===== src/rtl/right_shift_unit_pkg.sv =====
// right_shift_unit_pkg: shared FSM encoding and default sizes for the shifter blocks
package right_shift_unit_pkg;
  localparam int WIDTH_DEF = 32;
  localparam int SHW_DEF = 5;
  typedef enum logic [1:0] {IDLE = 2'd0, SHIFT = 2'd1, DONE = 2'd2} state_t;
endpackage


===== src/rtl/right_shift_stage.sv =====
// right_shift_stage: one barrel stage, shifting right by 2^(SHW-1-stage) when enabled
module right_shift_stage #(
  parameter int WIDTH = 32,
  parameter int SHW = 5
) (
  input  logic [WIDTH-1:0] data,
  input  logic [SHW-1:0]   stage,
  input  logic             en,
  input  logic             fill,
  output logic [WIDTH-1:0] out
);
  logic [SHW-1:0] amt;
  assign amt = en ? SHW'(1) << (SHW'(SHW - 1) - stage) : '0;
  assign out = (data >> amt) | ({WIDTH{fill}} & ~({WIDTH{1'b1}} >> amt));
endmodule


===== src/rtl/right_shift_unit.sv =====
// right_shift_unit: multi-cycle right shifter, one barrel stage per clock, fixed SHW-cycle latency
module right_shift_unit
  import right_shift_unit_pkg::*;
#(
  parameter int WIDTH = WIDTH_DEF,
  parameter int SHW = SHW_DEF
) (
  input  logic             clock,
  input  logic             reset,
  input  logic             in_valid,
  output logic             in_ready,
  input  logic [WIDTH-1:0] in_data,
  input  logic [SHW-1:0]   in_shamt,
  input  logic             in_arith,
  output logic             out_valid,
  input  logic             out_ready,
  output logic [WIDTH-1:0] out_data,
  output logic             busy
);
  state_t state_q, state_d;
  logic [SHW-1:0] cnt_q, cnt_d, shamt_q, shamt_d, sel;
  logic [WIDTH-1:0] data_q, data_d, stage_out;
  logic fill_q, fill_d, last;
  // stage k consumes shamt bit SHW-1-k, largest shift first
  assign sel = shamt_q >> (SHW'(SHW - 1) - cnt_q);
  assign last = cnt_q == SHW'(SHW - 1);
  right_shift_stage #(.WIDTH(WIDTH), .SHW(SHW)) u_stage (
    .data(data_q),
    .stage(cnt_q),
    .en(sel[0]),
    .fill(fill_q),
    .out(stage_out)
  );
  always_comb begin
    state_d = state_q;
    cnt_d = cnt_q;
    data_d = data_q;
    shamt_d = shamt_q;
    fill_d = fill_q;
    if (state_q == IDLE && in_valid) begin
      state_d = SHIFT;
      cnt_d = '0;
      data_d = in_data;
      shamt_d = in_shamt;
      fill_d = in_arith & in_data[WIDTH-1];
    end else if (state_q == SHIFT) begin
      data_d = stage_out;
      cnt_d = last ? '0 : cnt_q + 1'b1;
      state_d = last ? DONE : SHIFT;
    end else if (state_q == DONE && out_ready) begin
      state_d = IDLE;
    end
  end
  always_ff @(posedge clock) begin
    if (reset) begin
      state_q <= IDLE;
      cnt_q <= '0;
      data_q <= '0;
      shamt_q <= '0;
      fill_q <= 1'b0;
    end else begin
      state_q <= state_d;
      cnt_q <= cnt_d;
      data_q <= data_d;
      shamt_q <= shamt_d;
      fill_q <= fill_d;
    end
  end
  assign in_ready = state_q == IDLE;
  assign out_valid = state_q == DONE;
  assign busy = state_q != IDLE;
  assign out_data = data_q;
endmodule


===== config.mk =====
export PLATFORM = sky130hd
export DESIGN_NAME = right_shift_unit
export DESIGN_NICKNAME = d
export VERILOG_FILES = /design/src/rtl/right_shift_unit_pkg.sv /design/src/rtl/right_shift_stage.sv /design/src/rtl/right_shift_unit.sv
export SDC_FILE = /design/constraint.sdc
export NUM_CORES = 1
export LEC_CHECK = 0
export BUFFER_PORTS_ARGS = -buffer_cell sky130_fd_sc_hd__buf_2
export CORE_MARGIN = 1
export CORE_UTILIZATION = 60
export DETAILED_ROUTE_END_ITERATION = 12
export PLACE_DENSITY = 0.87
export SLEW_MARGIN = 20
export SYNTH_ARGS = -nofsm -noshare
export SYNTH_HDL_FRONTEND = slang
export SYNTH_HIERARCHICAL = 1
export SYNTH_SLANG_ARGS = --single-unit

===== constraint.sdc =====
create_clock -name clock -period 6.3 [get_ports clock]
set_input_delay 0.945 -clock clock [delete_from_list [all_inputs] [get_ports clock]]
set_output_delay 0.945 -clock clock [all_outputs]
set_load 0.01 [all_outputs]

# --- After elaboration in Yosys (flattened, before gate mapping) ---
# Cells that the tools add are included.
totals:
  regBits: 45
  latchBits: 0
  ram_bits: 0
  rom_bits: 0
  input_bits: 42
  output_inout_bits: 35
  word_cells: 35
  mem_count: 0
classes:
  add_sub_neg: 2
  mul: 0
  div: 0
  n_lt_le_gt_ge: 0
  eq_ne: 3
  shift: 4
  n_mux: 8
  n_bitwise: 4
  reduce_logical: 8
ops:
  columns: ["operator", "count"]
  rows:
  - ["32-bit two-way mux", 2]
  - ["32-bit bitwise AND", 1]
  - ["32-bit inverter", 1]
  - ["32-bit bitwise OR", 1]
  - ["32-bit by 5-bit right shift with 32-bit output", 1]
  - ["32-bit by 5-bit right shift with 32-bit output, first input constant", 1]
  - ["5-bit two-way mux", 2]
  - ["2-bit two-way mux", 3]
  - ["2-bit nonzero test", 3]
  - ["5-bit by 1-bit adder with 5-bit output, second input constant", 1]
  - ["5-bit by 3-bit equality test with 1-bit output, second input constant", 1]
  - ["1-bit by 5-bit << shifter with 5-bit output, first input constant", 1]
  - ["5-bit by 5-bit right shift with 1-bit output", 1]
  - ["3-bit by 5-bit subtractor with 5-bit output, first input constant", 1]
  - ["3-bit nonzero test", 1]
  - ["2-bit by 1-bit equality test with 1-bit output, second input constant", 1]
  - ["2-bit equality test, second input constant", 1]
  - ["1-bit logical AND", 2]
  - ["2-bit logical NOT", 1]
  - ["2-bit OR reduction", 1]
  - ["1-bit bitwise AND", 1]
  - ["1-bit two-way mux", 1]

# --- Logic depth before layout (Yosys ltp) ---
depth:
  depth_word: 9
  mapped_depth: 16
  depth_no_buf: 13

# --- Cells and area by module ---
# The synthesis kept the hierarchy.
by_module_without_submodules:
  columns: ["mod", "instances", "cells_per_inst", "area_each_um2", "seq_area_each_um2"]
  rows:
  - ["right_shift_unit", 1, 231, 1938.1, 900.9]
  - ["right_shift_stage", 1, 266, 1790.5, 0.0]

# --- Worst setup path after synthesis ---
# Ideal clock, no wire load.
synth_path:
  path_kind: "register to register"
  from: "reg cnt_q[0]"
  to: "reg data_q[15] (netlist: out_data[15])"
  setup_time_ps: 132
  arrival_ps: 3666
  required_ps: 6168
  slack_ps: 2501
  path_stages_with_launch: 16
  path_buffers: 2
  period_less_slack_ps: 3799
  path_cell_list: "dfxtp_1 > buf_6 > inv_1 > ha_1 > or3b_1 > a211o_1 > a221oi_2 > nand2b_4 > or4_4 > a22oi_4 > buf_12 > mux2_2 > a221oi_1 > o22ai_1 > a22oi_1 > a21oi_1"
synth_between:
  elab_chain_cells: 9
  elab_cells_between_ends: 11
  classes_between: "add/sub: 1; shift: 4; mux: 3; bitwise: 3"
synth_rtl:
  columns: ["item", "line", "rtl"]
  rows:
  - ["start: declaration", "right_shift_unit.sv:21", "logic [SHW-1:0] cnt_q, cnt_d, shamt_q, shamt_d, sel;"]
  - ["start signal: assignment", "right_shift_unit.sv:63", "cnt_q <= cnt_d;"]
  - ["3-bit by 5-bit subtractor with 5-bit output *", "right_shift_unit.sv:25", "assign sel = shamt_q >> (SHW'(SHW - 1) - cnt_q);"]
  - ["5-bit by 5-bit right shift with 1-bit output *", "right_shift_unit.sv:25", null]
  - ["net sel[0]", "right_shift_unit.sv:21", null]
  - ["5-bit two-way mux *", "right_shift_stage.sv:13", "assign amt = en ? SHW'(1) << (SHW'(SHW - 1) - stage) : '0;"]
  - ["32-bit by 5-bit right shift with 32-bit output", "right_shift_stage.sv:14", "assign out = (data >> amt) | ({WIDTH{fill}} & ~({WIDTH{1'b1}} >> amt));"]
  - ["32-bit inverter", "right_shift_stage.sv:14", null]
  - ["32-bit bitwise AND", "right_shift_stage.sv:14", null]
  - ["32-bit bitwise OR *", "right_shift_stage.sv:14", null]
  - ["net stage_out[15]", "right_shift_unit.sv:22", "logic [WIDTH-1:0] data_q, data_d, stage_out;"]
  - ["32-bit two-way mux *", "right_shift_unit.sv:46", "end else if (state_q == SHIFT) begin"]
  - ["32-bit two-way mux *", "right_shift_unit.sv:40", "if (state_q == IDLE && in_valid) begin"]
  - ["end signal: assignment", "right_shift_unit.sv:64", "data_q <= data_d;"]
  - ["end: declaration", "right_shift_unit.sv:22", null]
# The timed path passes the listed nets; every way through them passes the cells marked *. The select of a mux whose other input is x is not followed.
# A chain may end at the register's enable or synchronous reset.

# --- Final worst setup path ---
layout_path:
  from: "reg cnt_q[1]"
  to: "reg data_q[15] (netlist: out_data[15])"
# The elaborated chain is that of the path after synthesis.

==> out/summary.txt <==
worst skew pair latency - 310 ps
DRC - 0
Syn Inst Count - 497
full die area - 0.00653 mm2
iteration-0 DRC count of the detailed router - 525
Yosys cell types - 70
critical path peak fanout - 30
VDD IR max - 0.120 mV
Syn Area/Cell - 7.50 um2
Setup violations, final - 0
Max Used Layer - met4
RSZ-0062 raised after global routing - false
#FFs+latches synth - 45
Pre-Repair DR Iteration Count - 5
skew final - 8.33 ps
top_reg_cell synth - dfxtp_1
CTS tree - done
Hold WC Path Type - register to register
Layout area overhead - 10.9%
Clock Tree Root - clkbuf_8
Fmax - 219 MHz
power density over cell area - 201 mW/mm2
initial antenna violation count - 0
synth top area cells - dfxtp_1 24%, a21oi_1 8.9%, nand2_1 8.2%
Slew headroom - 34.2%
vias in the first global route - 3771
critical path class - register to register
fraction of final layout cells sized beyond drive strength 1 - 23.1%
first-pass GRT wire length - 19600 um
CTS clock-pin slew for the worst setup and hold paths - 90 ps
max-cap violation count - 0
Setup crit start kind - register
# resized after CTS - 0
Ys Warns - 6
Hold Path Cell Cnt - 2
final period utilization - 72.6%
Min-Delay Endpoint - shamt_q[4]
R2R Path End - out_data[15]
Post-synth EDFFs - 0
fin. max-slew vios - 0
fill count - 513
Metal-1 WL - 5230 um
min-delay src - shamt_q[4]
largest net degree at the start of global routing - 57
cts bufs inserted - 5
Starting Density - 62.6%
n_diodes - 0
status - complete, no violations
Post-CTS Setup Bufs - 0
Die W - 80.8 um
Worst EP required - 6460 ps
share of the synthesized area in the top cell type - 24.2%
placed cell count - 608
reg2reg setup slack - 1730 ps
Slew @ Worst Pin - 987 ps
Yosys top cell by area - dfxtp_1
setup TNS - 0 ps
leak pwr - 1.62 nW
wire length per cell - 20.3 um
Cell Rows - 28
GRT overflow - 0
CORE AREA - 0.00596 mm2
Layout Nets - 585
Synth Net Count - 542
CP endpoint kind - register
clock tree sinks - 45
Syn Std Cell Area - 0.00373 mm2
met3 WL - 1370 um
DRT Wirelength - 12500 um
met2 WL post-DR - 5570 um
Ports - 77
endpoints failing hold - 0
register area share after synthesis - 24.2%
die height - 80.8 um
hpwl dp - 8400 um
vias per cell - 6.86
Post-synth ARST share - 0%
antenna viol nets, final - 0
Worst R2R Path Depth - 13
fin cells - 616
crit path time final - 4570 ps
PortBufs - 76
via count - 4227
Max Root-Sink Buffers - 2
H-Tree Depth - 2
FF-to-FF Start - cnt_q[1]
Total Routing Usage GR - 39.3%
routability cong. - 1.08
cts hold-fix bufs - 0
Data arrival, critical path - 4730 ps
[routing by layer]
metal  up-vias  track usage, %
met3        39            9.78
met5         -               0
met2       303            59.7
met4         0            14.3
li1       1922               -
met1      1963            53.3
[cells by family after synthesis]
family | after synthesis | synth area share (%)
AOI/OAI and AO/OA | 193 | 34.9
adders and majority gates | 3 | 1.01
xor gates and xnor gates | 2 | 0.470
DFF | 45 | 24.2
buffers and inverters | 61 | 8.19
muxes | 41 | 12.4
and+or+nand+nor | 152 | 18.9
[power by group]
part	switching (mW)	internal (mW)	leakage [nW]
clock	0.109	0.129	0.0574
combinational	0.152	0.105	1.19
sequential	0.0330	0.305	0.369
total	0.294	0.539	1.62
[cells in the final DEF (no fill, tap or decap), types with 10 or more instances in the layout]
master,netlist,routed
a21oi_1,66,66
a22oi_1,35,35
buf_2,14,76
dfxtp_1,45,44
inv_1,15,15
mux2_2,18,18
mux2i_1,21,21
nand2_1,81,81
nand3_1,10,10
nor2_1,26,26
o21ai_0,23,21
[critical path, stage by stage (launching register included)]
cell	delay, ps
dfxtp_1	420
inv_1	100
ha_1	220
or3b_1	360
a211o_1	310
a221oi_2	440
nand2b_4	80
or4_4	530
a22oi_4	800
mux2_2	470
a221oi_1	320
o22ai_1	120
a22oi_1	180
a21oi_1	80
[through the flow]
stage | instance area, um2 | power, mW | setup slack, ps | util, % | hold WS, ps
after global placement | 4020 | 0.586 | 1920 | 67.4 | 455
after global routing | 4140 | 0.869 | 1450 | 69.4 | 505
final | 4140 | 0.833 | 1730 | 69.4 | 476
after CTS | 4140 | 0.827 | 1780 | 69.4 | 476
after detailed placement | 4020 | 0.591 | 1790 | 67.4 | 463
after floorplan | 3730 | 0.513 | 2500 | - | 431
[sequential cells by signal (all words and copies together), names as in the netlist]
name and flops:
shamt_q 5, state_q 2, out_data 32, cnt_q 5
fill_q 1
[synth_stat cells, types with 4 or more instances]
master and n:
inv_1 15, dfxtp_1 45, a21oi_1 66, mux2_2 18
nand2_1 81, buf_2 14, nand3_1 10, a211oi_1 5
a22oi_1 35, o21ai_0 23, a21o_1 5, a31oi_1 7
nor2_1 26, clkbuf_1 23, nor2b_1 7, o21a_1 5
mux2i_1 21, o211ai_1 4
[final cells by class]
| class | instances | area, um2 | area share (%) |
|---|---|---|---|
| inverter | 15 | 56.3 | 1.36 |
| clock inverter | 2 | 37.5 | 0.908 |
| timing repair buffer | 82 | 425 | 10.3 |
| multi-input combinational | 391 | 2540 | 61.4 |
| clock buffer | 6 | 82.6 | 2.00 |
| sequential | 45 | 902 | 21.8 |
| tap | 75 | 93.8 | 2.27 |
[how the worst max path moves through the flow]
stage	from	slack, ps	to
2_1_floorplan	cnt_q[0]	2500	out_data[15]
3_3_place_gp	cnt_q[1]	1920	out_data[15]
3_5_place_dp	cnt_q[1]	1790	out_data[15]
4_1_cts	cnt_q[1]	1780	out_data[15]
5_1_grt	cnt_q[1]	1450	out_data[15]
6_report	cnt_q[1]	1730	out_data[15]
No activity file was read; power rests on OpenSTA's default activity.
